--- src/rtl/instr_mem_loader.sv ---
// Byte-stream instruction memory loader: packs MSB-first bytes into words and writes them from BASE_ADDR.
// Latency: one WRITE cycle after each 4th byte (4 bytes per 5 cycles). Backpressure: in_ready is low outside LOAD/CHECK.
// Optional trailing XOR checksum byte compiled in with LOADER_CHECKSUM_EN.
`ifndef INSTR_MEM_SIZE
`define INSTR_MEM_SIZE 1024
`endif
`ifndef WORD_LEN
`define WORD_LEN 32
`endif

module instr_mem_loader #(
    parameter int MEM_BYTES = `INSTR_MEM_SIZE,
    parameter int BASE_ADDR = 0
) (
    input  logic                 clk,
    input  logic                 rst,
    input  logic                 start,
    input  logic                 in_valid,
    input  logic [7:0]           in_data,
    input  logic                 in_last,
    output logic                 in_ready,
    output logic                 mem_we,
    output logic [`WORD_LEN-1:0] mem_addr,
    output logic [`WORD_LEN-1:0] mem_wdata,
    output logic                 cpu_hold,
    output logic                 done,
    output logic                 error,
    output logic [`WORD_LEN-1:0] word_count
);

    localparam logic [`WORD_LEN-1:0] BASE_W = `WORD_LEN'(BASE_ADDR);
    localparam logic [`WORD_LEN-1:0] LAST_W = `WORD_LEN'(BASE_ADDR + MEM_BYTES - 4);

`ifdef LOADER_CHECKSUM_EN
    typedef enum logic [2:0] {IDLE, LOAD, WRITE, CHECK, DONE, ERR} state_t;
`else
    typedef enum logic [2:0] {IDLE, LOAD, WRITE, DONE, ERR} state_t;
`endif

    state_t      state, state_nxt;
    logic [1:0]  byte_idx;
    logic [31:0] asm_word;
    logic        last_word;
    logic        start_ok;
`ifdef LOADER_CHECKSUM_EN
    logic [7:0]  csum;
`endif

    assign start_ok  = start && (state == IDLE || state == DONE || state == ERR);
    assign mem_wdata = asm_word;

    always_ff @(posedge clk or negedge rst) begin
        if (!rst) state <= IDLE;
        else      state <= state_nxt;
    end

    always_comb begin
        state_nxt = state;
        in_ready  = 1'b0;
        mem_we    = 1'b0;
        cpu_hold  = 1'b0;
        done      = 1'b0;
        error     = 1'b0;
        case (state)
            IDLE: begin
                if (start) state_nxt = LOAD;
            end
            LOAD: begin
                in_ready = 1'b1;
                cpu_hold = 1'b1;
                if (in_valid) begin
                    if (byte_idx == 2'd3) state_nxt = WRITE;
                    else if (in_last)     state_nxt = ERR;
                end
            end
            WRITE: begin
                mem_we   = 1'b1;
                cpu_hold = 1'b1;
                if (last_word) begin
`ifdef LOADER_CHECKSUM_EN
                    state_nxt = CHECK;
`else
                    state_nxt = DONE;
`endif
                end else if (mem_addr == LAST_W) begin
                    // The word just written filled the memory but the stream continues.
                    state_nxt = ERR;
                end else begin
                    state_nxt = LOAD;
                end
            end
`ifdef LOADER_CHECKSUM_EN
            CHECK: begin
                in_ready = 1'b1;
                cpu_hold = 1'b1;
                if (in_valid) state_nxt = (in_data == csum) ? DONE : ERR;
            end
`endif
            DONE: begin
                done = 1'b1;
                if (start) state_nxt = LOAD;
            end
            ERR: begin
                error = 1'b1;
                if (start) state_nxt = LOAD;
            end
            default: state_nxt = IDLE;
        endcase
    end

    always_ff @(posedge clk or negedge rst) begin
        if (!rst) begin
            byte_idx   <= 2'd0;
            asm_word   <= 32'd0;
            last_word  <= 1'b0;
            mem_addr   <= BASE_W;
            word_count <= '0;
`ifdef LOADER_CHECKSUM_EN
            csum       <= 8'd0;
`endif
        end else begin
            if (start_ok) begin
                byte_idx   <= 2'd0;
                last_word  <= 1'b0;
                mem_addr   <= BASE_W;
                word_count <= '0;
`ifdef LOADER_CHECKSUM_EN
                csum       <= 8'd0;
`endif
            end
            if (state == LOAD && in_valid) begin
                asm_word <= {asm_word[23:0], in_data};
                byte_idx <= byte_idx + 2'd1;
                if (byte_idx == 2'd3) last_word <= in_last;
`ifdef LOADER_CHECKSUM_EN
                csum     <= csum ^ in_data;
`endif
            end
            if (state == WRITE) begin
                mem_addr   <= mem_addr + `WORD_LEN'(4);
                word_count <= word_count + `WORD_LEN'(1);
            end
        end
    end

endmodule

--- config.mk ---
export PLATFORM = sky130hd
export DESIGN_NAME = instr_mem_loader
export DESIGN_NICKNAME = d
export VERILOG_FILES = /design/src/rtl/instr_mem_loader.sv
export SDC_FILE = /design/constraint.sdc
export NUM_CORES = 1
export LEC_CHECK = 0
export CORE_ASPECT_RATIO = 1.1
export CORE_MARGIN = 2
export CORE_UTILIZATION = 47
export CTS_BUF_LIST = sky130_fd_sc_hd__clkbuf_2
export DETAILED_ROUTE_END_ITERATION = 6
export GPL_TIMING_DRIVEN = 1
export PLACE_DENSITY = 0.79
export SYNTH_ARGS = -nofsm -noshare
export SYNTH_HDL_FRONTEND = slang
export SYNTH_SLANG_ARGS = --single-unit
export TNS_END_PERCENT = 5
--- constraint.sdc ---
create_clock -name clk -period 1.8 [get_ports clk]
set_input_delay 0.27 -clock clk [delete_from_list [all_inputs] [get_ports clk]]
set_output_delay 0.27 -clock clk [all_outputs]
set_load 0.02 [all_outputs]
After elaboration in Yosys (flattened, before gate mapping)

Index checks and enable logic that the tools add are counted.

Eq/ne operators: 9
Mux-type cells: 20
Reduce and logical (&&, ||, !) cells: 10
Add/subtract/negate cells: 3

Operators with widths:

| operator                | count |
|---|---|
| $mux W32                | 3 |
| $add A32 B1 Y32 const B | 1 |
| $add A32 B3 Y32 const B | 1 |
| $eq A32 B10 Y1 const B  | 1 |
| $mux W3                 | 6 |
| $pmux W3 S3             | 1 |
| $mux W1                 | 8 |
| $eq A3 B2 Y1 const B    | 2 |
| $mux W2                 | 2 |
| $reduce_bool A2 Y1      | 2 |
| $eq A3 B1 Y1 const B    | 1 |
| $eq A3 B3 Y1 const B    | 1 |
| $logic_not A3 Y1        | 1 |
| $ne A3 B3 Y1 const B    | 1 |
| $reduce_and A3 Y1       | 1 |
| $reduce_or A3 Y1        | 1 |
| $add A2 B1 Y2 const B   | 1 |
| $eq A2 B2 Y1 const B    | 1 |
| $logic_and A1 B1 Y1     | 2 |
| $logic_or A1 B1 Y1      | 2 |
| $ne A2 B1 Y1 const B    | 1 |
| $ne A2 B2 Y1 const B    | 1 |
| $reduce_or A2 Y1        | 1 |

Bits in registers: 102
Output and inout port bits: 101
Input bits: 13
Logic and storage cells: 48

Depth between registers and ports, before layout

Depth in word-level cells: 7
Mapped depth: 8
Gate-level depth less buffers: 5

Least setup slack after synthesis

No wires, ideal clock.

Path type: register to register
Start: reg mem_addr[2]
End: reg mem_addr[20]
Data required time: 1.663 ns
Path buffers: 1
Setup time: 0.137 ns
Arrival: 1.666 ns
Stages on the path, launching flop included: 7
Setup slack: -0.003 ns
Period minus slack after synthesis: 1.803 ns
Path through: dfrtp_1 > ha_1 > and3_1 > and4_1 > clkbuf_1 > nand4_1 > mux2i_1

Longest elaborated chain between the ends: 2

Ends and longest elaborated chain:

| item                   | line | RTL |
|---|---|---|
| start, declared        | 23   | `` output logic [`WORD_LEN-1:0] mem_addr, `` |
| start signal, assigned | 140  | `` mem_addr <= mem_addr + `WORD_LEN'(4); `` |
| $add A32 B3 Y32        | 140  |  |
| $mux W32               | 139  | `if (state == WRITE) begin` |

Every way passes these cells.
A chain may end at the register's enable or synchronous reset.

Worst setup path in the final report

Start: reg state[2]
End: out cpu_hold

Longest elaborated chain between the ends: 3
Elaborated cells on any way between the ends: 4
Classes of those cells: 2 x eq/ne; 1 x mux; 1 x reduce/logical

Ends and longest elaborated chain:

| item                                                | line | RTL |
|---|---|---|
| start, declared                                     | 40   | `state_t state, state_nxt;` |
| start signal, assigned                              | 54   | `else state <= state_nxt;` |
| $eq A3 B1 Y1 / $eq A3 B2 Y1 (equally long branches) | 64   | `case (state)` |
| $reduce_or A2 Y1 (no source line) *                 | --   |  |
| $mux W1 *                                           | 64   |  |
| end, declared                                       | 25   | `output logic cpu_hold,` |

Mark *: on every way between the ends. The rest lies on a longest branch, timed or not.

==> Flow_metrics.wiki <==
{| class="wikitable"
! Metric !! Value
|-
| Result of the run || finished with violations
|-
| Violations in the final reports || setup timing
|-
| Data required, critical path || 1530 ps
|-
| Wirelength, routed || 12110 um
|-
| Relative contribution of combinational cells to total power || 39.4%
|-
| Startpoint kind of the worst setup timing path || register
|-
| Chip Height || 111.3 um
|-
| Aggregate negative setup slack || -590.2 ps
|-
| Latest clock arrival within the worst-skew pair || 560 ps
|-
| Internal cell power || 4.298 mW
|-
| Antenna violations before repair || 1
|-
| Slowest stage delay, CP || 450 ps
|-
| Clock-pin slew on the worst setup and hold paths || 270 ps
|-
| R2r startpoint || state[2]$_DFFE_PN0P_
|-
| Routed length per placed instance || 16.05 um
|-
| Critical path's slowest cell || sky130_fd_sc_hd__dfrtp_1
|-
| F_max || 507.7 MHz
|-
| Root buffer cell || sky130_fd_sc_hd__clkbuf_2
|-
| Worst hold path class || in2async
|-
| Clock buffers created by TritonCTS || 9
|-
| Switching Power || 2.516 mW
|-
| GRT Resource Usage Total || 22.15%
|-
| Kind of cell with the highest combined delay on the critical path || simple AND/OR/NAND/NOR gates
|-
| Levels on crit path || 4
|-
| Maximum number of pins on one net before global-route repair || 69
|-
| Leakage || 3.385 nW
|-
| Number of nets with antenna violations after detailed routing || 0
|-
| First-pass DRT Iterations || 4
|-
| Commonest non-fill, non-tap cells in the layout || 87 x sky130_fd_sc_hd__dlygate4sd2_1, 84 x sky130_fd_sc_hd__dfrtp_1, 66 x sky130_fd_sc_hd__nand2_1
|-
| Proportion of layout cells with a drive suffix above 1 || 23.24%
|-
| Final-layout fill cell count || 868
|-
| Worst Setup Slack, final || -169.8 ps
|-
| Setup repair after global routing missed its margin || yes
|-
| HPWL Detailed || 8569 um
|-
| Width of the chip || 101.6 um
|-
| Cell Area, Placed || 6454 um2
|-
| FF+latch area || 2522 um2
|-
| Core Box Area || 10300 um2
|-
| Final number of hold-violating endpoints || 0
|-
| Global placement routability congestion || 0.8910
|-
| Layout net count || 623
|-
| Destination of the worst register-to-register timing path || word_count[29]$_DFFE_PN0P_
|-
| Part of the power in registers || 44.5%
|-
| Sw Ratio || 36.93%
|-
| Footprint of the multi-input gates || 2331 um2
|-
| Clock power share || 16.2%
|-
| Hold Worst Slack || 248.1 ps
|-
| Number of core rows || 39
|-
| Worst clock skew on the final layout || 27.01 ps
|-
| IO Count || 114
|-
| H-tree levels || 3
|-
| Synthesized area || 4921 um2
|-
| Synth Warn # || 0
|-
| Sequential fraction of the synthesis area || 50.85%
|-
| Number of maximum-capacitance constraint violations || 0
|-
| Number of global-route vias before repair || 4198
|-
| Vias post-DR || 4252
|-
| Number of clock sinks seen by CTS || 100
|-
| Critical path class || reg2out
|-
| Commonest register cell after synthesis || sky130_fd_sc_hd__dfrtp_1
|-
| Kind of capture point of the worst setup path || output pin
|-
| Count of input and output buffers || 111
|-
| Endpoint arrival time on the critical path || 1700 ps
|-
| Final setup violation count || 11
|-
| Global-route wire length before repair || 20200 um
|-
| EDFF count, synth || 0
|-
| Initial core utilization || 47.79%
|-
| Initial DRC Count || 201
|-
| Most common cell after layout, fill and taps aside || sky130_fd_sc_hd__dlygate4sd2_1
|-
| Mean cell area of the mapped netlist || 10.67 um2
|-
| Register bit total from synthesis || 100
|-
| Relative area change from synthesis to final layout || 34.32%
|-
| Peak supply drop || 0.0009940 V
|-
| Buffer levels on the longest clock path || 2
|-
| Remaining global-route overflow || 0
|-
| TritonCTS clock tree || yes
|-
| Number of max-slew violations in the final report || 0
|-
| Final instance area || 6610 um2
|-
| Crit path cell chain || or3b_4, inv_4, or2_4, buf_6
|-
| Cells after Synth || 461
|-
| FF-to-FF setup slack || -60 ps
|-
| Via-per-instance ratio || 5.632
|-
| Tcrit/Tclk final || 109.4%
|-
| Number of distinct library cell variants in the gate-level netlist after synthesis || 46
|-
| Total buffers and inverters traversed by the critical path || 2
|-
| Pwr Density || 1031 nW/um2
|-
| Total die area || 11310 um2
|-
| Final worst path period need || 1970 ps
|-
| Path depth of the worst reg2reg path || 6
|-
| Number of remaining DRC errors || 0
|-
| Fraction of synthesis flops using an asynchronous set or reset pin || 100.0%
|-
| Critical Path Fanout Max || 3
|}
## worst reg2reg max path, cell delays in order (launching register included)
cell,delay (ps)
sky130_fd_sc_hd__dfrtp_1,450
sky130_fd_sc_hd__or3b_4,400
sky130_fd_sc_hd__buf_4,160
sky130_fd_sc_hd__buf_6,140
sky130_fd_sc_hd__nor3_4,320
sky130_fd_sc_hd__nand4_1,180
sky130_fd_sc_hd__mux2i_1,150
## Yosys cell counts (2+ instances only)
cell / instances / area [um2]
sky130_fd_sc_hd__dfrtp_1: 100 / 2502
sky130_fd_sc_hd__nand2_1: 67 / 251.5
sky130_fd_sc_hd__mux2i_1: 46 / 460.4
sky130_fd_sc_hd__nand3_1: 37 / 185.2
sky130_fd_sc_hd__mux2_2: 32 / 360.4
sky130_fd_sc_hd__nand4_1: 31 / 193.9
sky130_fd_sc_hd__o21ai_0: 13 / 65.06
sky130_fd_sc_hd__clkbuf_1: 12 / 45.04
sky130_fd_sc_hd__nor2_1: 12 / 45.04
sky130_fd_sc_hd__nor4_1: 12 / 75.07
sky130_fd_sc_hd__a21oi_1: 10 / 50.05
sky130_fd_sc_hd__and3_1: 8 / 50.05
sky130_fd_sc_hd__a31oi_1: 7 / 43.79
sky130_fd_sc_hd__buf_2: 7 / 35.03
sky130_fd_sc_hd__inv_1: 7 / 26.28
sky130_fd_sc_hd__and2_1: 6 / 37.54
sky130_fd_sc_hd__and4_1: 6 / 52.55
sky130_fd_sc_hd__nor3_1: 5 / 25.02
sky130_fd_sc_hd__buf_4: 4 / 30.03
sky130_fd_sc_hd__ha_1: 4 / 50.05
sky130_fd_sc_hd__a41oi_1: 3 / 26.28
sky130_fd_sc_hd__buf_6: 3 / 33.78
sky130_fd_sc_hd__o211ai_1: 3 / 22.52
sky130_fd_sc_hd__nand4b_1: 2 / 17.52
sky130_fd_sc_hd__or2_2: 2 / 12.51
sky130_fd_sc_hd__or3_1: 2 / 12.51
## state kept, by name, indices dropped and copies added, names as in the netlist
signal      cells
state           3
mem_wdata      32
byte_idx        2
mem_addr       30
last_word       1
word_count     32
## metal layers
metal  up-vias  GRT usage (%)  share of wire (%)
li1       1986              -                  -
met1      2105          29.94                 42
met2       143          35.26                 50
met3        18          4.729                6.3
met4         0          7.568                1.6
met5         -              0                  0
## per-stage QoR
step / utilization (%) / total power, mW / std cells / setup WS (ps)
2_1_floorplan: - / 4.540 / 462 / 7.759
3_3_place_gp: 62.68 / 5.843 / 731 / -44.82
3_5_place_dp: 62.68 / 5.932 / 731 / -84.39
4_1_cts: 63.85 / 6.822 / 754 / -218.1
5_1_grt: 64.20 / 7.222 / 755 / -276.5
6_report: 64.20 / 6.814 / 755 / -169.8
## worst max-delay path by stage
stage,from,slack (ps),endpoint
2_1_floorplan,mem_addr[3]$_DFFE_PN0P_,8,mem_addr[20]$_DFFE_PN0P_
3_3_place_gp,state[2]$_DFFE_PN0P_,-40,mem_we
3_5_place_dp,in_valid,-80,mem_wdata[22]$_DFFE_PN0P_
4_1_cts,state[1]$_DFFE_PN0P_,-220,cpu_hold
5_1_grt,state[2]$_DFFE_PN0P_,-280,cpu_hold
6_report,state[2]$_DFFE_PN0P_,-170,cpu_hold
## logic make-up (layout without fill, tap and decap cells)
family	after synthesis	count (layout)	share of synthesized area (%)
AOI/OAI and AO/OA	44	44	6.026
adders and majority gates	4	4	1.017
buffers and inverters	34	183	3.534
DFF	100	100	50.85
muxes	78	78	16.68
other	1	3	0.07620
and+or+nand+nor	200	200	21.82
## area by class of cell
| class | instances | share of cell area [%] |
|---|---|---|
| antenna | 1 | 0.03786 |
| clock buffer | 9 | 0.6814 |
| clock inverter | 7 | 1.117 |
| inverter | 8 | 0.4921 |
| multi-input combinational | 328 | 35.26 |
| sequential | 100 | 38.16 |
| tap | 143 | 2.707 |
| timing repair buffer | 159 | 21.54 |
## power groups by stage
stage	Sequential (mW)	Combinational, mW	Clock, mW
4_1_cts	3.03	2.65	1.14
6_report	3.03	2.68	1.10
2_1_floorplan	3.54	0.997	0
3_3_place_gp	3.06	2.79	0
5_1_grt	3.11	2.87	1.25
3_5_place_dp	3.09	2.85	0
## timing repair
| item | in CTS | in global routing |
|---|---|---|
| endpoints found under the setup margin | 117 | 107 |
| resized for setup | 149 | 27 |
| pin swaps | 9 | 8 |
| endpoints found under the hold margin | 100 | 0 |
| setup buffers | 6 | 1 |
| hold buffers | 1 | 0 |
Note: power is estimated with default switching activity, not from simulation.
